## src/rtl/dmem_arb_pkg.sv

```systemverilog
// Shared types and constants for the data-memory arbiter: requester indices,
// arbitration state encoding and a one-hot helper.
package dmem_arb_pkg;

  localparam int AW_DEF        = 19;
  localparam int DW_DEF        = 19;
  localparam int MAX_BURST_DEF = 4;

  localparam logic CPU = 1'b0;
  localparam logic DMA = 1'b1;

  typedef enum logic {
    ARB  = 1'b0,
    LOCK = 1'b1
  } arb_state_e;

  function automatic logic [1:0] idx2onehot(input logic idx);
    return idx ? 2'b10 : 2'b01;
  endfunction

endpackage

```

## src/rtl/dmem_arbiter_rr2.sv

```systemverilog
// Combinational two-way round-robin pick. While locked only the owner can win;
// otherwise a tie goes to the requester that was not served last.
module arb_rr2
  import dmem_arb_pkg::*;
(
  input  logic [1:0] valid_i,
  input  logic       last_i,
  input  logic       locked_i,
  input  logic       owner_i,
  output logic [1:0] grant_o
);

  // NOTE: every always_comb output gets a default first so no path can infer a latch.
  always_comb begin
    grant_o = 2'b00;
    if (locked_i) begin
      if (valid_i[owner_i]) grant_o = idx2onehot(owner_i);
    end else if (valid_i == 2'b11) begin
      grant_o = idx2onehot(~last_i);
    end else begin
      grant_o = valid_i;
    end
  end

endmodule

```

## src/rtl/dmem_arbiter.sv

```systemverilog
// Shares the single data-memory port between the CPU and the DMA/debug loader
// with round-robin fairness, bounded locked bursts and a registered read response.
module dmem_arbiter
  import dmem_arb_pkg::*;
#(
  parameter int AW        = AW_DEF,
  parameter int DW        = DW_DEF,
  parameter int MAX_BURST = MAX_BURST_DEF
) (
  input  logic          clk,
  input  logic          reset,
  input  logic [1:0]    req_valid,
  input  logic [1:0]    req_we,
  input  logic [1:0]    req_lock,
  input  logic [AW-1:0] req_addr0,
  input  logic [AW-1:0] req_addr1,
  input  logic [DW-1:0] req_wdata0,
  input  logic [DW-1:0] req_wdata1,
  output logic [1:0]    req_ready,
  output logic [1:0]    rsp_valid,
  output logic [DW-1:0] rsp_rdata,
  output logic          mem_we,
  output logic [AW-1:0] mem_adr,
  output logic [DW-1:0] mem_wd,
  input  logic [DW-1:0] mem_rd
);

  localparam int CW = $clog2(MAX_BURST + 1);

  arb_state_e    state_q, state_d;
  logic          last_q, last_d;
  logic          owner_q, owner_d;
  logic [CW-1:0] burst_cnt_q, burst_cnt_d;
  logic [1:0]    rsp_valid_q, rsp_valid_d;
  logic [DW-1:0] rsp_rdata_q, rsp_rdata_d;

  logic [1:0] grant;
  logic       accept, g, rd_accept, burst_end;

  arb_rr2 u_rr (
    .valid_i  (req_valid),
    .last_i   (last_q),
    .locked_i (state_q == LOCK),
    .owner_i  (owner_q),
    .grant_o  (grant)
  );

  // The asynchronous reset also silences the handshake while it is held low.
  assign req_ready = grant & {2{reset}};
  assign accept    = |req_ready;
  assign g         = req_ready[DMA];
  assign rd_accept = accept & ~req_we[g];
  assign burst_end = (burst_cnt_q + CW'(1)) == CW'(MAX_BURST);

  assign mem_we  = accept & req_we[g];
  assign mem_adr = req_ready[CPU] ? req_addr0  : (req_ready[DMA] ? req_addr1  : '0);
  assign mem_wd  = req_ready[CPU] ? req_wdata0 : (req_ready[DMA] ? req_wdata1 : '0);

  assign rsp_valid = rsp_valid_q;
  assign rsp_rdata = rsp_rdata_q;

  always_comb begin
    state_d     = state_q;
    last_d      = last_q;
    owner_d     = owner_q;
    burst_cnt_d = burst_cnt_q;
    rsp_valid_d = 2'b00;
    rsp_rdata_d = rsp_rdata_q;

    if (accept) last_d = g;
    if (rd_accept) begin
      rsp_valid_d = req_ready;
      rsp_rdata_d = mem_rd;
    end

    if (state_q == ARB) begin
      if (accept && req_lock[g] && (MAX_BURST > 1)) begin
        state_d     = LOCK;
        owner_d     = g;
        burst_cnt_d = CW'(1);
      end
    end else if (accept) begin
      if (!req_lock[g] || burst_end) begin
        state_d     = ARB;
        burst_cnt_d = '0;
      end else begin
        burst_cnt_d = burst_cnt_q + CW'(1);
      end
    end else begin
      // Owner went idle: the lock is released and nobody is served this cycle.
      state_d     = ARB;
      burst_cnt_d = '0;
    end
  end

  // NOTE: state registers use non-blocking assignments so every flop samples pre-edge values.
  always_ff @(posedge clk or negedge reset) begin
    if (!reset) begin
      state_q     <= ARB;
      last_q      <= DMA;
      owner_q     <= CPU;
      burst_cnt_q <= '0;
      rsp_valid_q <= 2'b00;
      rsp_rdata_q <= '0;
    end else begin
      state_q     <= state_d;
      last_q      <= last_d;
      owner_q     <= owner_d;
      burst_cnt_q <= burst_cnt_d;
      rsp_valid_q <= rsp_valid_d;
      rsp_rdata_q <= rsp_rdata_d;
    end
  end

endmodule

```

## config.mk

```make
export PLATFORM = sky130hd
export DESIGN_NAME = dmem_arbiter
export DESIGN_NICKNAME = d
export VERILOG_FILES = /design/src/rtl/dmem_arb_pkg.sv /design/src/rtl/dmem_arbiter_rr2.sv /design/src/rtl/dmem_arbiter.sv
export SDC_FILE = /design/constraint.sdc
export NUM_CORES = 1
export LEC_CHECK = 0
export BUFFER_PORTS_ARGS = -buffer_cell sky130_fd_sc_hd__clkbuf_2
export CAP_MARGIN = 5
export CORE_ASPECT_RATIO = 0.75
export CORE_MARGIN = 8
export CORE_UTILIZATION = 35
export CTS_CLUSTER_SIZE = 10
export DETAILED_ROUTE_END_ITERATION = 8
export PLACE_DENSITY = 0.88
export SYNTH_ARGS = -nofsm -noshare
export SYNTH_HDL_FRONTEND = slang
export SYNTH_SLANG_ARGS = --single-unit
export TNS_END_PERCENT = 1
```

## constraint.sdc

```tcl
create_clock -name clk -period 2.5 [get_ports clk]
set_input_delay 0.5 -clock clk [delete_from_list [all_inputs] [get_ports clk]]
set_output_delay 0.5 -clock clk [all_outputs]
set_load 0.1 [all_outputs]
```

==> flow_summary_export.csv <==
group,metric,value,unit
cells_and_area,drive_gt1_share,73.6,%
cells_and_area,layout_commonest_cell,"clkbuf_2",
cts,cts_htree_levels,1,
logic_synthesis,ys.warnings.count,0,
timing,slew_viol_final,0,
cts,cts_tree,"done",
drt,post_drt_wl_per_cell,20.5,um
cells_and_area,multi_input_area,888,um2
global_route,antenna_found_initial,0,
logic_synthesis,yosys-top-cells-area,"dfrtp_1 41%, a22o_1 22%, mux2_4 9.5%",
outcome,status,"finished, final reports clean",
power_and_ir_drop,vdd_drop_max,0.896,mV
placed_design,place_inst,345,
placed_design,gp_congestion,0.833,
cts,clock_path_buffers,2,
floorplanning,start_util,35.8,%
worst_setup_path,crit_required,2.00,ns
drt,dr.pass1.iters,4,
global_route,grt_pass1_wl,10.1,mm
power_and_ir_drop,power_density,974,nW/um2
timing,period_share,96.0,%
timing,worst_pin_slew,0.572,ns
floorplanning,die_width,93.6,um
logic_synthesis,yosys.area.top_type,"dfrtp_1",
cells_and_area,fin_util,72.8,%
cts,clock_latency,0.28,ns
worst_setup_path,start_kind,"register",
timing,fin_skew,0.0138,ns
cells_and_area,antenna_cells,0,
global_route,first_global_vias,1874,
floorplanning,io_pins,165,
drt,ant_nets,0,
drt,drc,0,
worst_setup_path,rr_worst_depth,7,
timing,rsz0062_at_grt,"yes",
drt,drtIter0Drc,53,
worst_setup_path,cp-end-kind,"output port",
placed_design,io_buffers,164,
global_route,overflow,0,
floorplanning,core_area,4410,um2
cts,hold_buffers,0,
worst_setup_path,cp_data_arrival_time,1.90,ns
logic_synthesis,syn_nets,233,
logic_synthesis,synthFlopType,"dfrtp_1",
cts,root_buffer,"clkbuf_8",
logic_synthesis,synth-async-reset-ratio,100,%
power_and_ir_drop,leakagePower,0.00165,uW
timing,holdWs,0.176,ns
timing,max_freq,417,MHz
logic_synthesis,ys_ff_latch,27,
hold_path,min_path_type,"primary input to async pin",
drt,wirelength,7.17,mm
drt,vias,1796,
cells_and_area,nNetsFinal,398,
logic_synthesis,ys_types,32,
global_route,track_usage,18.6,%
placed_design,hpwl,6.14,mm
logic_synthesis,synth-edff-count,0,
cts,numCtsBuffers,3,
floorplanning,num_rows,21,
floorplanning,die-area,6950,um2
flow_run,max-cap-violations,0,
logic_synthesis,avgSynthCellArea,12.4,um2
logic_synthesis,syn_area,1580,um2
drt,viasPerCell,5.15,
logic_synthesis,yosys.area.top_type_share,41.1,%
global_route,grt_max_degree,45,
timing,setup_viol,0,
logic_synthesis,synthCells,128,
cells_and_area,regArea,678,um2
worst_setup_path,worst-setup-path-type,"register to output port",
cells_and_area,syn2layout_area_growth,103,%
timing,slew_headroom,62.0,%
logic_synthesis,seq_area_frac_synth,42.8,%
worst_setup_path,worstPathMaxFanout,44,
timing,hold_violations,0,
cts,cts.sinks,27,
cells_and_area,fin_cells,349,
cts,clkSlewWorstSetupHoldPaths,0.10,ns
cells_and_area,layout_common_cells,"123 x clkbuf_2, 43 x buf_12, 27 x a22o_1",
floorplanning,die_h,74.2,um
timing,period_needed,2.40,ns
cells_and_area,nFillCells,307,
-- state kept, by name, indices dropped and copies added (netlist names) --
name         count
last_q           1
burst_cnt_q      3
state_q          1
rsp_rdata       19
owner_q          1
rsp_valid        2
-- worst max-delay path, stage by stage, from the launching register on --
cell     delay (ns)
dfrtp_2        0.46
and3b_2        0.27
nor3_4         0.22
buf_12         0.25
a22o_1         0.23
buf_12         0.19
-- power breakdown --
part	switching, uW	total (uW)	internal [uW]
sequential	83.2	652	568
clock	136	249	113
combinational	1610	2230	617
total	1830	3130	1300
-- cells in the mapped netlist (2+ instances only) --
library cell / n
a22o_1: 39
nand2_1: 4
ha_1: 2
o31ai_1: 2
nand3b_1: 2
dfrtp_1: 26
nand2b_1: 2
mux2i_1: 2
o21ai_0: 2
mux2_4: 10
mux2_2: 9
buf_2: 6
clkbuf_1: 2
inv_1: 2
-- per-layer routing --
| metal | track usage (%) | vias to the layer above | part of all wire, % |
|---|---|---|---|
| met5 | 0 | - | 0 |
| met3 | 5.24 | 10 | 6.3 |
| met2 | 35.1 | 73 | 57 |
| li1 | - | 823 | - |
| met4 | 5.95 | 0 | 2.0 |
| met1 | 19.7 | 890 | 34 |
-- repair_timing --
action | in CTS | in global routing
buffers inserted | 0 | 0
cloned | 0 | 0
gates resized for setup | 1 | 6
pin swaps | 0 | 0
hold endpoints to repair | 0 | 0
setup endpoints to repair | 27 | 39
-- cell families (layout without fill, tap and decap cells) --
logic type	after synthesis	count (layout)	share of synthesized area, %
AOI/OAI and AO/OA	48	48	26.3
xor gates and xnor gates	1	1	0.554
adders and majority gates	2	2	1.58
buffers and inverters	13	177	4.43
DFF	27	27	42.8
muxes	21	21	17.2
and+or+nand+nor	16	16	7.20
-- final cells by class --
type,instances,area share [%]
Clock buffer,3,1.29
Clock inverter,1,0.234
Inverter,3,0.584
Multi-Input combinational cell,88,27.7
Sequential cell,27,21.1
Tap cell,57,2.22
Timing Repair Buffer,170,46.9
-- final timing paths --
path	to	from	slack, ns
hold / removal	owner_q$_DFFE_PN0P_	reset	0.18
setup reg to reg	rsp_rdata[12]$_DFFE_PN0P_	last_q$_DFFE_PN1N_	0.49
min in group clk	rsp_valid[0]$_DFF_PN0_	req_we[0]	0.39
hold reg to reg	rsp_rdata[3]$_DFFE_PN0P_	rsp_rdata[3]$_DFFE_PN0P_	0.51
max in group asynchronous	rsp_rdata[6]$_DFFE_PN0P_	reset	2.09
setup / recovery	mem_adr[6]	state_q$_DFF_PN0_	0.1
-- stage by stage --
| step | power [uW] | setup WS (ns) | setup TNS (ns) | cell area [um2] |
|---|---|---|---|---|
| 2_1_floorplan | 2270 | -0.185 | -5.18 | 1610 |
| 3_3_place_gp | 2850 | 0.162 | 0 | 3140 |
| 3_5_place_dp | 2890 | 0.143 | 0 | 3140 |
| 4_1_cts | 3150 | 0.00705 | 0 | 3190 |
| 5_1_grt | 3230 | -0.000934 | -0.000934 | 3210 |
| 6_report | 3130 | 0.0998 | 0 | 3210 |
Note: power is estimated with default switching activity, not from simulation.
